## src/rtl/count_sequencer.sv

```systemverilog
`default_nettype none
// ============================================================================
// Module      : count_sequencer
// Description : Synchronous up/down counter with a built-in run sequencer.
//               A run latches start/terminal value, direction, reload mode
//               and prescale, then advances Q once every prescale+1 clocks.
//               On the terminal value it pulses tc and either reloads
//               (periodic) or parks in DONE (one-shot).
// Revision    : 1.0 - initial release
// ============================================================================
module count_sequencer #(
    parameter int WIDTH = 4,
    parameter int PSW   = 4
) (
    input  logic             clk,
    input  logic             reset,        // active-low, asynchronous
    input  logic             start,
    input  logic             stop,
    input  logic             pause,
    input  logic [WIDTH-1:0] load_val,
    input  logic [WIDTH-1:0] limit,
    input  logic             up_dn,
    input  logic             auto_reload,
    input  logic [PSW-1:0]   prescale,
    output logic [WIDTH-1:0] Q,
    output logic             tc,
    output logic             busy,
    output logic             done,
    output logic [1:0]       state
);

    localparam logic [1:0] c_IDLE = 2'b00;
    localparam logic [1:0] c_RUN  = 2'b01;
    localparam logic [1:0] c_HOLD = 2'b10;
    localparam logic [1:0] c_DONE = 2'b11;

    logic [1:0]       r_state, w_state;
    logic [WIDTH-1:0] r_q, w_q;
    logic             r_tc, w_tc;
    logic [PSW-1:0]   r_pcnt, w_pcnt;

    // Shadow copy of the run configuration, captured when a run starts
    logic [WIDTH-1:0] r_sh_load, w_sh_load;
    logic [WIDTH-1:0] r_sh_limit, w_sh_limit;
    logic             r_sh_up, w_sh_up;
    logic             r_sh_auto, w_sh_auto;
    logic [PSW-1:0]   r_sh_psc, w_sh_psc;

    logic w_tick;
    logic w_at_limit;

    assign w_tick     = (r_pcnt == r_sh_psc);
    assign w_at_limit = (r_q == r_sh_limit);

    // Next-state, count and configuration-capture logic; stop > pause > start
    always_comb begin
        w_state    = r_state;
        w_q        = r_q;
        w_tc       = 1'b0;
        w_pcnt     = r_pcnt;
        w_sh_load  = r_sh_load;
        w_sh_limit = r_sh_limit;
        w_sh_up    = r_sh_up;
        w_sh_auto  = r_sh_auto;
        w_sh_psc   = r_sh_psc;

        case (r_state)
            c_IDLE, c_DONE: begin
                // pause has no meaning here; only stop and start act
                if (stop) begin
                    w_state = c_IDLE;
                end else if (start) begin
                    w_state    = c_RUN;
                    w_q        = load_val;
                    w_pcnt     = '0;
                    w_sh_load  = load_val;
                    w_sh_limit = limit;
                    w_sh_up    = up_dn;
                    w_sh_auto  = auto_reload;
                    w_sh_psc   = prescale;
                end
            end
            c_RUN: begin
                if (stop) begin
                    w_state = c_IDLE;
                end else if (pause) begin
                    w_state = c_HOLD;
                end else if (w_tick) begin
                    w_pcnt = '0;
                    if (w_at_limit) begin
                        w_tc = 1'b1;
                        if (r_sh_auto) begin
                            w_q = r_sh_load;
                        end else begin
                            w_state = c_DONE;
                        end
                    end else if (r_sh_up) begin
                        w_q = r_q + WIDTH'(1);
                    end else begin
                        w_q = r_q - WIDTH'(1);
                    end
                end else begin
                    w_pcnt = r_pcnt + PSW'(1);
                end
            end
            c_HOLD: begin
                // Resume keeps the frozen prescale phase and count
                if (stop) begin
                    w_state = c_IDLE;
                end else if (start) begin
                    w_state = c_RUN;
                end
            end
            default: begin
                w_state = c_IDLE;
            end
        endcase
    end

    // State, count, pulse and shadow registers with asynchronous clear
    always_ff @(posedge clk or negedge reset) begin
        if (!reset) begin
            r_state    <= c_IDLE;
            r_q        <= '0;
            r_tc       <= 1'b0;
            r_pcnt     <= '0;
            r_sh_load  <= '0;
            r_sh_limit <= '0;
            r_sh_up    <= 1'b0;
            r_sh_auto  <= 1'b0;
            r_sh_psc   <= '0;
        end else begin
            r_state    <= w_state;
            r_q        <= w_q;
            r_tc       <= w_tc;
            r_pcnt     <= w_pcnt;
            r_sh_load  <= w_sh_load;
            r_sh_limit <= w_sh_limit;
            r_sh_up    <= w_sh_up;
            r_sh_auto  <= w_sh_auto;
            r_sh_psc   <= w_sh_psc;
        end
    end

    assign Q     = r_q;
    assign tc    = r_tc;
    assign state = r_state;
    assign busy  = (r_state == c_RUN) || (r_state == c_HOLD);
    assign done  = (r_state == c_DONE);

endmodule
`default_nettype wire

```

## config.mk

```make
export PLATFORM = sky130hd
export DESIGN_NAME = count_sequencer
export DESIGN_NICKNAME = d
export VERILOG_FILES = /design/src/rtl/count_sequencer.sv
export SDC_FILE = /design/constraint.sdc
export NUM_CORES = 1
export LEC_CHECK = 0
export CORE_ASPECT_RATIO = 1.2
export CORE_MARGIN = 5
export CORE_UTILIZATION = 40
export DETAILED_ROUTE_END_ITERATION = 16
export PLACE_DENSITY = 0.71
export SYNTH_ARGS = -nofsm -noshare
export SYNTH_HDL_FRONTEND = slang
export SYNTH_SLANG_ARGS = --single-unit
```

## constraint.sdc

```tcl
create_clock -name clk -period 5.16 [get_ports clk]
set_input_delay 0.774 -clock clk [delete_from_list [all_inputs] [get_ports clk]]
set_output_delay 0.774 -clock clk [all_outputs]
set_load 0.05 [all_outputs]
```

* Yosys cells after proc, flatten, opt, wreduce, memory -nomap -nowiden
Index checks and enable logic that the tools add are counted.
** Cells by class
- Add/sub/neg operators :: 3
- Equality and inequality tests :: 15
- Multiplexer cells :: 28
- Bitwise logic cells :: 1
- Reductions and logical operators :: 9
** Operators by type and width (count)
- $mux 4 :: 13
- $pmux 4 s2 :: 2
- $mux 2 :: 7
- $ne 4x4->1 const B :: 3
- $ne 2x2->1 const B :: 5
- $add 4x1->4 const B :: 2
- $eq 4x4->1 :: 2
- $reduce_and 7->1 :: 1
- $mux 1 :: 5
- $reduce_and 5->1 :: 1
- $eq 2x2->1 const B :: 2
- $pmux 2 s2 :: 1
- $reduce_and 4->1 :: 1
- $sub 4x1->4 const B :: 1
- $ne 3x1->1 const B :: 1
- $ne 3x3->1 const B :: 1
- $reduce_and 3->1 :: 1
- $reduce_or 3->1 :: 1
- $eq 2x1->1 const B :: 1
- $logic_not 2->1 :: 1
- $reduce_bool 2->1 :: 1
- $reduce_or 2->1 :: 1
- $logic_or 1x1->1 :: 1
- $not 1->1 :: 1
** Storage, ports and cells
- Register bits :: 25
- Output and inout port bits :: 9

* Depth between registers and ports, before layout
- Depth in word-level cells :: 7
- Gate-level depth with buffers :: 7
- Gate-level depth less buffers :: 7

* Worst setup path after synthesis
OpenSTA, ideal clock, no wires.
- Kind :: register to register
- From :: register r_state[1], in the netlist state[1]
- To :: register r_sh_auto
- Setup time :: 0.125 ns
- Arrival time :: 2.304 ns
- Setup slack :: 2.732 ns
- Cell stages (with the launch flop) :: 8
- Buffers on the path :: 2
- Period minus slack after synthesis :: 2.428 ns
- Cell sequence :: dfrtp_1 > inv_1 > ha_1 > inv_1 > or3_1 > clkbuf_1 > buf_2 > mux2_2
** On the way
- Longest elaborated chain between the ends :: 3
- Elaborated cells on any way between the ends :: 4
- Those cells by class :: eq/ne: 1; reduce/logical: 3
** RTL lines
- start, declared :: RTL line 37 : logic [1:0] r_state, w_state;
- start signal, assigned :: RTL line 123 : r_state <= c_IDLE;
- start signal, assigned :: RTL line 133 : r_state <= w_state;
- $eq 2x2->1 or $logic_not 2->1 (tied branches) :: RTL line 67 : case (r_state)
- $reduce_or 2->1 (*) :: RTL line 67
- $reduce_and 3->1 (no line) (*)
- end signal, assigned :: RTL line 140 : r_sh_auto <= w_sh_auto;
- end, declared :: RTL line 46 : logic r_sh_auto, w_sh_auto;
Every way passes the cells marked *; elsewhere a longest branch is shown, timed or not.
A chain may end at the register's enable or synchronous reset.

* Final worst setup path
- From :: register r_state[1], in the netlist state[1]
- To :: output busy
** On the way
- Longest elaborated chain between the ends :: 2
- Elaborated cells on any way between the ends :: 3
- Those cells by class :: eq/ne: 2; reduce/logical: 1
** RTL lines
- $eq 2x1->1 or $eq 2x2->1 (tied branches) :: RTL line 148 : assign busy = (r_state == c_RUN) || (r_state == c_HOLD);
- $logic_or 1x1->1 (*) :: RTL line 148
- end, declared :: RTL line 27 : output logic busy,
Marked as above.

==> metrics.md <==
| Metric | Value |
|---|---|
| XOR/XNOR share of the synthesized area | `7.271%` |
| Maximum resistive drop on vdd | `0.2506 mV` |
| Synth cell types | `34` |
| Worst setup SP type | `flop` |
| Synth async-reset ratio | `100.0%` |
| Max_slew headroom | `27.91%` |
| ANT nets after route | `0` |
| Fin crit period | `2723 ps` |
| Max Slew Vio Count | `0` |
| Syn Nets | `138` |
| Worst setup path endpoint | `busy` |
| Final WS setup | `2437 ps` |
| Final Hold Vio Count | `0` |
| Prevailing post-synth register cell | `dfrtp_1` |
| R2R setup slack | `2990 ps` |
| Sequential-to-total area share from yosys stat | `47.21%` |
| Setup Fix Bufs, Post-CTS | `0` |
| Setup Skew | `5.808 ps` |
| Nets@finish | `167` |
| Vias in the first global route | `976` |
| Mux cell area share after synthesis | `16.05%` |
| HPWL after DPL | `1969 um` |
| Crit path from | `state[1]$_DFFE_PN0P_` |
| Routability-driven placement congestion ratio | `0.8043` |
| RR Startpoint | `state[1]$_DFFE_PN0P_` |
| Post-synthesis area per instance | `11.73 um2` |
| Synth warn | `0` |
| Drt drc | `0` |
| Tot GR Track Use | `12.43%` |
| Final period util | `52.78%` |
| DR WL/cell | `14.35 um` |
| CTS tree | `yes` |
| Worst hold slack | `509.7 ps` |
| TritonRoute pass-1 iters | `4` |
| Initial antenna violation count | `0` |
| Post-place setup slack | `2608 ps` |
| Antenna fix cells | `0` |
| Reg2Reg Depth | `6` |
| Post-Synth Simple-Gate Area | `11.71%` |
| Total gr overflow | `0` |
| Placed Instance Area | `1629 um2` |
| Area Growth Syn to Fin | `26.44%` |
| Worst path required time | `4390 ps` |
| Endpoint class of the critical path | `output pin` |
| Share of layout cells above drive strength 1 | `15.60%` |
| Die Ht | `73.05 um` |
| Crit Path Max Fanout | `5` |
| Synth Area in Compound Gates | `8.876%` |
| Number of port buffers | `27` |
| Ports | `28` |
| CTS sink count | `25` |
| Flops & latches, synth | `25` |
| Clk pin slew, worst setup/hold paths | `90 ps` |
| Via count | `965` |
| Worst min path class | `flop to flop` |
| First-pass GRT wire length | `4519 um` |
| Synth Area in Adders | `6.232%` |
| Netlist Area Pre-Place | `1325 um2` |
| Final instance area | `1675 um2` |
| Die ar. | `4569 um2` |
| Via/cell ratio | `5.421` |
| Outcome | `completed` |
| Post-synthesis cell count | `113` |
| Lkg Pwr | `0.7128 nW` |
| Final setup vio count | `0` |
| Placement Rows | `23` |
| Hold depth | `1` |
| Largest family of logic cells by synthesized area | `multiplexers` |
| Pin slew with the least headroom to its limit | `1078 ps` |
| CTS Hold Bufs | `0` |
| Largest net degree at the start of global routing | `26` |
| Clock root buffer | `clkbuf_8` |
| PwrDens | `473.2 nW/um2` |
| Iter 0 DRT Violations | `37` |
| CP arrival | `1950 ps` |
| Core area | `3281 um2` |
| TNS Setup | `0 ps` |
| Initial Util | `40.39%` |
| Routed Wire Length | `2554 um` |
| Die Span X | `62.54 um` |
| Max clock buf depth | `2` |
| FF-to-FF End | `Q[2]$_DFFE_PN0P_` |
| RSZ-0062 raised after global routing | `false` |
| TritonCTS Buffers | `3` |
| Critical path class | `flop to output pin` |
| Post-synth EDFFs | `0` |
| Max_cap viols | `0` |
| Clock Latency Late Sink | `270 ps` |
| CTS H-Tree Depth | `1` |
| FMAX | `0.3672 GHz` |
| Post_cts resized | `0` |
[power by group]
| part | internal, mW | leakage, nW | switching, mW |
|---|---|---|---|
| clock | 0.0541 | 0.0255 | 0.0629 |
| sequential | 0.251 | 0.307 | 0.0581 |
| combinational | 0.170 | 0.381 | 0.196 |
[flip-flops by register name (all words and copies together) (netlist names)]
| name | cells |
|---|---|
| Q | 4 |
| r_pcnt | 4 |
| r_sh_auto | 1 |
| r_sh_limit | 4 |
| r_sh_load | 4 |
| r_sh_psc | 4 |
| r_sh_up | 1 |
| state | 2 |
| tc | 1 |
[cell families after synthesis]
group | Yosys count
buffers and inverters | 9
AOI/OAI and AO/OA | 17
muxes | 19
adders and majority gates | 6
xor gates and xnor gates | 11
and+or+nand+nor | 26
DFF | 25
[layer usage]
layer	GRT usage [%]	routed length, um	vias up
met2	21.89	1338	24
met1	13.53	1022	473
met3	3.544	134	5
met4	6.604	58	0
met5	0	0	-
li1	-	-	463
[final cells by class]
| cell class | count | area [um2] |
|---|---|---|
| inverter | 6 | 22.52 |
| clock inverter | 1 | 5.005 |
| sequential | 25 | 625.6 |
| timing repair buffer | 27 | 270.3 |
| clock buffer | 3 | 41.29 |
| multi-input combinational | 79 | 664.4 |
| tap | 37 | 46.29 |
| fill | 298 | 1605 |
[Yosys cell counts (2+ instances only)]
cell type | count | share of area, %
or3_1 | 2 | 0.94
xnor2_1 | 6 | 4.0
a21o_1 | 3 | 1.7
dfrtp_1 | 25 | 47
nand2b_1 | 2 | 0.94
xor2_1 | 5 | 3.3
nand2_1 | 6 | 1.7
a21oi_1 | 5 | 1.9
nor3_1 | 2 | 0.76
mux2_2 | 16 | 14
ha_1 | 5 | 4.7
nor2_1 | 4 | 1.1
mux2_1 | 2 | 1.7
inv_1 | 6 | 1.7
clkbuf_1 | 2 | 0.57
nand3_1 | 3 | 1.1
o311ai_0 | 2 | 1.3
[stage by stage]
stage | total power, mW | util (%) | cells
floorplan | 0.5763 | - | 113
global placement | 0.6727 | 49.66 | 174
detailed placement | 0.6839 | 49.66 | 174
CTS | 0.8028 | 51.07 | 178
global route | 0.8473 | 51.07 | 178
finish | 0.7927 | 51.07 | 178
[cell usage in the layout (no fill, tap or decap), types with 2 or more instances in the layout]
master,count
nand2b_1,2
xor2_1,5
xnor2_1,6
o311ai_0,2
nand2_1,6
mux2_2,16
ha_1,5
a21oi_1,5
nor2_1,4
nand3_1,3
a21o_1,3
inv_1,6
clkbuf_8,3
dfrtp_1,25
mux2_1,2
clkdlybuf4s50_1,27
nor3_1,2
or3_1,2
[critical path, stage by stage, from the launching register on]
cell	delay [ps]
dfrtp_1	420
inv_1	60
ha_1	300
inv_1	90
clkdlybuf4s50_1	800
[worst min-delay path by stage]
stage,endpoint,start
after global placement,r_sh_load[0]$_DFFE_PN0P_,r_sh_load[0]$_DFFE_PN0P_
after detailed placement,r_sh_load[0]$_DFFE_PN0P_,r_sh_load[0]$_DFFE_PN0P_
final,r_sh_load[0]$_DFFE_PN0P_,r_sh_load[0]$_DFFE_PN0P_
after CTS,r_sh_load[0]$_DFFE_PN0P_,r_sh_load[0]$_DFFE_PN0P_
after global routing,r_sh_load[1]$_DFFE_PN0P_,r_sh_load[1]$_DFFE_PN0P_
after floorplan,r_sh_load[0]$_DFFE_PN0P_,r_sh_load[0]$_DFFE_PN0P_
(Power assumes the default switching activity.)
